**src/rtl/mem_bus_arbiter_pkg.sv**
```systemverilog
// Shared definitions for the memory bus arbiter slice.
//   owner_state_e : arbiter tenure state (no owner, fetch side owns, data side owns)
//   SIDE_F/SIDE_M : one-bit side encoding used for LastOwner and the mux selects
package mem_bus_arbiter_pkg;

  typedef enum logic [1:0] {
    IDLE  = 2'd0,
    OWN_F = 2'd1,
    OWN_M = 2'd2
  } owner_state_e;

  localparam logic SIDE_F = 1'b0;
  localparam logic SIDE_M = 1'b1;

endpackage

```
**src/rtl/burst_beat_counter.sv**
```systemverilog
// Beat and burst counters for one bus tenure.
//   clk, reset : clock, asynchronous active-low reset
//   HReady     : a beat of the current owner completed this cycle
//   clear      : tenure ends (abort or handover); zeroes both counters
//   LastBeat   : this cycle's beat is the final beat of a burst
//   BurstLimit : the burst now ending reaches the tenure burst budget
module burst_beat_counter #(
  parameter int blocksize = 4,
  parameter int MaxBursts = 2
) (
  input  logic clk,
  input  logic reset,
  input  logic HReady,
  input  logic clear,
  output logic LastBeat,
  output logic BurstLimit
);

  localparam int BeatBits  = $clog2(blocksize);
  localparam int BurstBits = $clog2(MaxBursts + 1);
  localparam logic [BeatBits-1:0]  FinalBeat = BeatBits'(blocksize - 1);
  localparam logic [BurstBits-1:0] BurstMax  = BurstBits'(MaxBursts);
  localparam logic [BurstBits-1:0] BurstLast = BurstBits'(MaxBursts - 1);

  logic [BeatBits-1:0]  BeatCnt;
  logic [BurstBits-1:0] BurstCnt;

  assign LastBeat   = HReady && (BeatCnt == FinalBeat);
  // BurstCnt saturates, so ">=" keeps a long-running owner yieldable once
  // the other side finally asks.
  assign BurstLimit = (BurstCnt >= BurstLast);

  always_ff @(posedge clk or negedge reset) begin
    if (!reset) begin
      BeatCnt  <= '0;
      BurstCnt <= '0;
    end else if (clear) begin
      BeatCnt  <= '0;
      BurstCnt <= '0;
    end else if (HReady) begin
      // blocksize is a power of two, so the final beat wraps to 0 naturally.
      BeatCnt <= BeatCnt + BeatBits'(1);
      if (LastBeat && (BurstCnt != BurstMax))
        BurstCnt <= BurstCnt + BurstBits'(1);
    end
  end

endmodule

```
**src/rtl/mux2.sv**
```systemverilog
// Generic two-input multiplexer.
//   d0, d1 : data inputs
//   s      : select (0 -> d0, 1 -> d1)
//   y      : selected data
module mux2 #(
  parameter int WIDTH = 8
) (
  input  logic [WIDTH-1:0] d0,
  input  logic [WIDTH-1:0] d1,
  input  logic             s,
  output logic [WIDTH-1:0] y
);

  assign y = s ? d1 : d0;

endmodule

```
**src/rtl/mem_bus_arbiter.sv**
```systemverilog
// Arbitrates the external memory bus between the fetch side (F) and the data
// writeback side (M), one burst of blocksize beats at a time.
//   clk, reset              : clock, asynchronous active-low reset
//   HRequestF, HAddrF       : fetch side request and beat address
//   HRequestM, HWriteM,
//   HAddrM, HWDataM         : data side request, direction, address, write data
//   HReady                  : memory completed the current beat
//   HRequest, HWrite,
//   HAddr, HWData           : muxed bus presented to memory
//   BusReadyF, BusReadyM    : HReady routed to the granted side only
//   GrantF, GrantM          : side owning the bus this cycle (never both)
import mem_bus_arbiter_pkg::*;

module mem_bus_arbiter #(
  parameter int blocksize = 4,
  parameter int MaxBursts = 2,
  parameter int addrbits  = 32
) (
  input  logic                clk,
  input  logic                reset,
  input  logic                HRequestF,
  input  logic [addrbits-1:0] HAddrF,
  input  logic                HRequestM,
  input  logic                HWriteM,
  input  logic [addrbits-1:0] HAddrM,
  input  logic [31:0]         HWDataM,
  input  logic                HReady,
  output logic                HRequest,
  output logic                HWrite,
  output logic [addrbits-1:0] HAddr,
  output logic [31:0]         HWData,
  output logic                BusReadyF,
  output logic                BusReadyM,
  output logic                GrantF,
  output logic                GrantM
);

  owner_state_e state, state_n;
  logic         LastOwner, LastOwner_n;
  logic         side, grant_any, clear, own_req, other_req;
  logic         LastBeat, BurstLimit, beat;
  logic [addrbits-1:0] addr_sel;
  logic [31:0]         wdata_sel;

  always_ff @(posedge clk or negedge reset) begin
    if (!reset) begin
      state     <= IDLE;
      LastOwner <= SIDE_F;
    end else begin
      state     <= state_n;
      LastOwner <= LastOwner_n;
    end
  end

  always_comb begin
    state_n     = state;
    LastOwner_n = LastOwner;
    side        = SIDE_F;
    grant_any   = 1'b0;
    clear       = 1'b0;
    own_req     = 1'b0;
    other_req   = 1'b0;
    case (state)
      IDLE: begin
        // Zero-latency park: the winner is granted in this same cycle.
        if (HRequestF || HRequestM) begin
          grant_any = 1'b1;
          if (HRequestF && HRequestM) side = ~LastOwner;
          else                        side = HRequestM ? SIDE_M : SIDE_F;
          state_n = (side == SIDE_M) ? OWN_M : OWN_F;
        end
      end
      OWN_F, OWN_M: begin
        grant_any = 1'b1;
        side      = (state == OWN_M) ? SIDE_M : SIDE_F;
        own_req   = (side == SIDE_M) ? HRequestM : HRequestF;
        other_req = (side == SIDE_M) ? HRequestF : HRequestM;
        if (!own_req) begin
          state_n     = IDLE;
          clear       = 1'b1;
          LastOwner_n = side;
        end else if (LastBeat && other_req && BurstLimit) begin
          state_n     = (side == SIDE_M) ? OWN_F : OWN_M;
          clear       = 1'b1;
          LastOwner_n = side;
        end
      end
      default: state_n = IDLE;
    endcase
    // Requests may be high while reset is held; nothing reaches the bus then.
    if (!reset) grant_any = 1'b0;
  end

  assign beat = HReady && grant_any;

  burst_beat_counter #(
    .blocksize (blocksize),
    .MaxBursts (MaxBursts)
  ) u_counter (
    .clk        (clk),
    .reset      (reset),
    .HReady     (beat),
    .clear      (clear),
    .LastBeat   (LastBeat),
    .BurstLimit (BurstLimit)
  );

  mux2 #(.WIDTH(addrbits)) u_addr_mux (
    .d0 (HAddrF),
    .d1 (HAddrM),
    .s  (side),
    .y  (addr_sel)
  );

  mux2 #(.WIDTH(32)) u_wdata_mux (
    .d0 ('0),
    .d1 (HWDataM),
    .s  (side),
    .y  (wdata_sel)
  );

  assign GrantF    = grant_any && (side == SIDE_F);
  assign GrantM    = grant_any && (side == SIDE_M);
  assign HRequest  = grant_any && ((side == SIDE_M) ? HRequestM : HRequestF);
  assign HWrite    = GrantM && HWriteM;
  assign HAddr     = grant_any ? addr_sel : '0;
  assign HWData    = grant_any ? wdata_sel : '0;
  assign BusReadyF = GrantF && HReady;
  assign BusReadyM = GrantM && HReady;

endmodule

```
**config.mk**
```make
export PLATFORM = sky130hd
export DESIGN_NAME = mem_bus_arbiter
export DESIGN_NICKNAME = d
export VERILOG_FILES = /design/src/rtl/mem_bus_arbiter_pkg.sv /design/src/rtl/burst_beat_counter.sv /design/src/rtl/mux2.sv /design/src/rtl/mem_bus_arbiter.sv
export SDC_FILE = /design/constraint.sdc
export NUM_CORES = 1
export LEC_CHECK = 0
export BUFFER_PORTS_ARGS = -buffer_cell sky130_fd_sc_hd__buf_2
export CORE_AREA = 2 2 66 68
export DETAILED_ROUTE_END_ITERATION = 12
export DIE_AREA = 0 0 68 70
export HOLD_SLACK_MARGIN = 0.15
export MAX_ROUTING_LAYER = met4
export PLACE_DENSITY = 0.83
export SYNTH_ARGS = -nofsm -noshare
export SYNTH_HDL_FRONTEND = slang
export SYNTH_SLANG_ARGS = --single-unit
```
**constraint.sdc**
```tcl
create_clock -name clk -period 6.45 [get_ports clk]
set_clock_uncertainty 0.1 [all_clocks]
set_input_delay 1.29 -clock clk [delete_from_list [all_inputs] [get_ports clk]]
set_output_delay 1.29 -clock clk [all_outputs]
set_load 0.02 [all_outputs]
```
==> flow_summary.json <==
{
  "fin_crit_ps": 4330,
  "syn2layout_area_growth_pct": 76.0,
  "start_util_pct": 29.6,
  "worstPathArrival_ps": 2940,
  "viasPerCell": 4.56,
  "yosys_warnings": 0,
  "path_cells": "buf_2 -> nand2_1 -> nand3_1 -> mux2_2 -> nor2_1 -> buf_4 -> and2_1 -> buf_2",
  "cts_inserted_buffers": 3,
  "cp_max_fo": 35,
  "grt_usage_pct": 18.8,
  "insertion_delay_ps": 220,
  "fin_ws_ps": 2120,
  "antenna_found_initial": 0,
  "timing.fmax_mhz": 231,
  "drv_slew": 0,
  "slew_headroom_pct": 59.2,
  "core_region_area_um2": 4140,
  "tightest_slew_ps": 613,
  "dieWidth_um": 68,
  "startpoint": "HRequestF",
  "postCtsHoldBufs": 0,
  "grt-ovfl-total": 0,
  "routed_wl_mm": 4.53,
  "cp.depth": 8,
  "worstPathBufferInverterCount": 3,
  "num_rows": 24,
  "yosysSeqAreaShare_pct": 14.3,
  "path_common_cell": "buf_2",
  "reg2reg_depth": 6,
  "end_kind": "primary output",
  "p_leak_nw": 1.34,
  "vdd_ir_drop_max_mv": 0.228,
  "vias": 1903,
  "crit_type": "input pin to primary output",
  "synthesis.area_um2": 1220,
  "die_area_um2": 4760,
  "ys_ff_latch": 7,
  "grt_max_degree": 36,
  "avgSynthCellArea_um2": 6.12,
  "slowest_delay_ps": 530,
  "postCtsSetupRepairBufs": 0,
  "hold_violations": 0,
  "final_common_cell": "buf_2",
  "routabilityCongestion": 0.910,
  "max-cap-violations": 0,
  "dpl.hpwl_mm": 3.76,
  "tns_ps": 0,
  "grt_first_pass_wirelength_mm": 7.02,
  "layout_common_cells": "171 x buf_2, 70 x nand2_1, 35 x a21oi_1",
  "clock-sinks": 7,
  "rrSetupSlack_ps": 4210,
  "start_kind": "input pin",
  "drive_gt1_share_pct": 50.4,
  "cts_root_buffer": "clkbuf_8",
  "fin_crit_sh_pct": 67.1,
  "drt_iter0_markers": 59,
  "power_density_nw_per_um2": 390,
  "cts_resized": 0,
  "path_clk_slew_ps": 40,
  "ios": 172,
  "syn_inst": 200,
  "reg2reg_to": "LastOwner",
  "cts.htree.levels": 1,
  "synth_fp_nets": 308,
  "port_buffers": 171,
  "clockBufferDepth": 2,
  "post-place-ws_ps": 2110,
  "synth_cell_type_count": 25,
  "placedInstanceArea_um2": 2110,
  "crit_end": "HWData[28]",
  "setup_viol": 0,
  "die_y_um": 70,
  "cpLargestDelayFamily": "buffers and inverters",
  "worstPathRequired_ps": 5060,
  "grt_pass1_vias": 1712,
  "postRouteAntennaNets": 0,
  "drt_pass1_iterations": 4,
  "diodes": 0,
  "drc_errors": 0,
  "reg2reg_from": "state[0]",
  "design_area_um2": 2160,
  "cp_slowest_cell": "mux2_2",
  "rsz0062_at_grt": "false",
  "wl_per_cell_um": 10.9,
  "min_path_type": "flip-flop to flip-flop",
  "status": "complete, no violations",
  "cts_tree": "built",
  "fin_nets": 474
}
[worst reg2reg max path, cell delays in order (launching register included)]
cell and delay, ps:
dfrtp_1 430, ha_1 250, nor2b_1 280, o211ai_4 180, nor4b_2 290, o21a_1 240, mux2_2 350
[metal layers]
layer,routed length [um],vias to the layer above,share of wire (%),track usage [%]
met5,0,-,0,-
met4,46,0,1.0,3.78
met3,451,6,10,2.42
met2,2250,107,50,34.5
met1,1780,813,39,21.2
li1,-,977,-,-
[state kept, by name, summed over array words and instances (netlist names)]
signal              flops
LastOwner               1
u_counter.BeatCnt       2
state                   2
u_counter.BurstCnt      2
[cells by family (layout without fill, tap and decap cells)]
kind of cell | Yosys count | after routing | synth area share [%]
buffers and inverters | 18 | 183 | 6.54
multiplexers | 8 | 8 | 6.95
XOR/XNOR | 2 | 2 | 1.43
adder cells (fa/ha/maj) | 6 | 6 | 6.13
flip-flops | 7 | 7 | 14.3
AND/OR/NAND/NOR | 118 | 118 | 44.6
AO/OA/AOI/OAI | 41 | 41 | 20.0
[power breakdown]
part / internal [mW] / switching [mW]
clock network: 0.0426 / 0.0173
logic: 0.248 / 0.463
registers: 0.0580 / 0.0114
[cells in the mapped netlist]
| master | count | share of area, % |
|---|---|---|
| o31a_1 | 1 | 0.72 |
| o21ai_2 | 1 | 0.72 |
| mux2_1 | 2 | 1.8 |
| and2_1 | 33 | 17 |
| nor2b_1 | 2 | 1.0 |
| dfrtp_1 | 7 | 14 |
| o21a_4 | 1 | 1.2 |
| inv_1 | 5 | 1.5 |
| ha_1 | 6 | 6.1 |
| o211ai_4 | 1 | 1.7 |
| xnor2_1 | 1 | 0.72 |
| nand2_1 | 70 | 21 |
| buf_6 | 1 | 0.92 |
| xor2_1 | 1 | 0.72 |
| a32oi_1 | 1 | 0.72 |
| mux2_2 | 2 | 1.8 |
| nand3_1 | 1 | 0.41 |
| clkbuf_1 | 8 | 2.5 |
| nor2_1 | 10 | 3.1 |
| mux2i_1 | 4 | 3.3 |
| buf_2 | 4 | 1.6 |
| nor4b_2 | 1 | 1.2 |
| a21oi_1 | 35 | 14 |
| o21a_1 | 1 | 0.61 |
| nor3b_1 | 1 | 0.61 |
[cell type report]
class / instances / area, um2
Clock buffer: 4 / 45.0
Sequential cell: 7 / 175
Inverter: 5 / 18.8
Fill cell: 413 / 1990
Multi-Input combinational cell: 175 / 973
Timing Repair Buffer: 174 / 878
Tap cell: 52 / 65.1
[per-stage QoR]
step                      power, mW  cells  hold slack, ps  util (%)
final                         0.840    417             415      52.0
after global routing          0.928    417             446      52.0
after floorplan               0.577    200             381         -
after detailed placement      0.788    413             409      50.9
after CTS                     0.852    417             418      52.0
after global placement        0.777    413             404      50.9
[worst min-delay path by stage]
stage               from   endpoint  slack, ps  depth (start not counted)
2_1_floorplan  LastOwner  LastOwner        380                          1
3_3_place_gp   LastOwner  LastOwner        400                          1
3_5_place_dp   LastOwner  LastOwner        410                          1
4_1_cts        LastOwner  LastOwner        420                          1
5_1_grt        LastOwner  LastOwner        450                          1
6_report       LastOwner  LastOwner        420                          1
No activity file was read; power rests on OpenSTA's default activity.
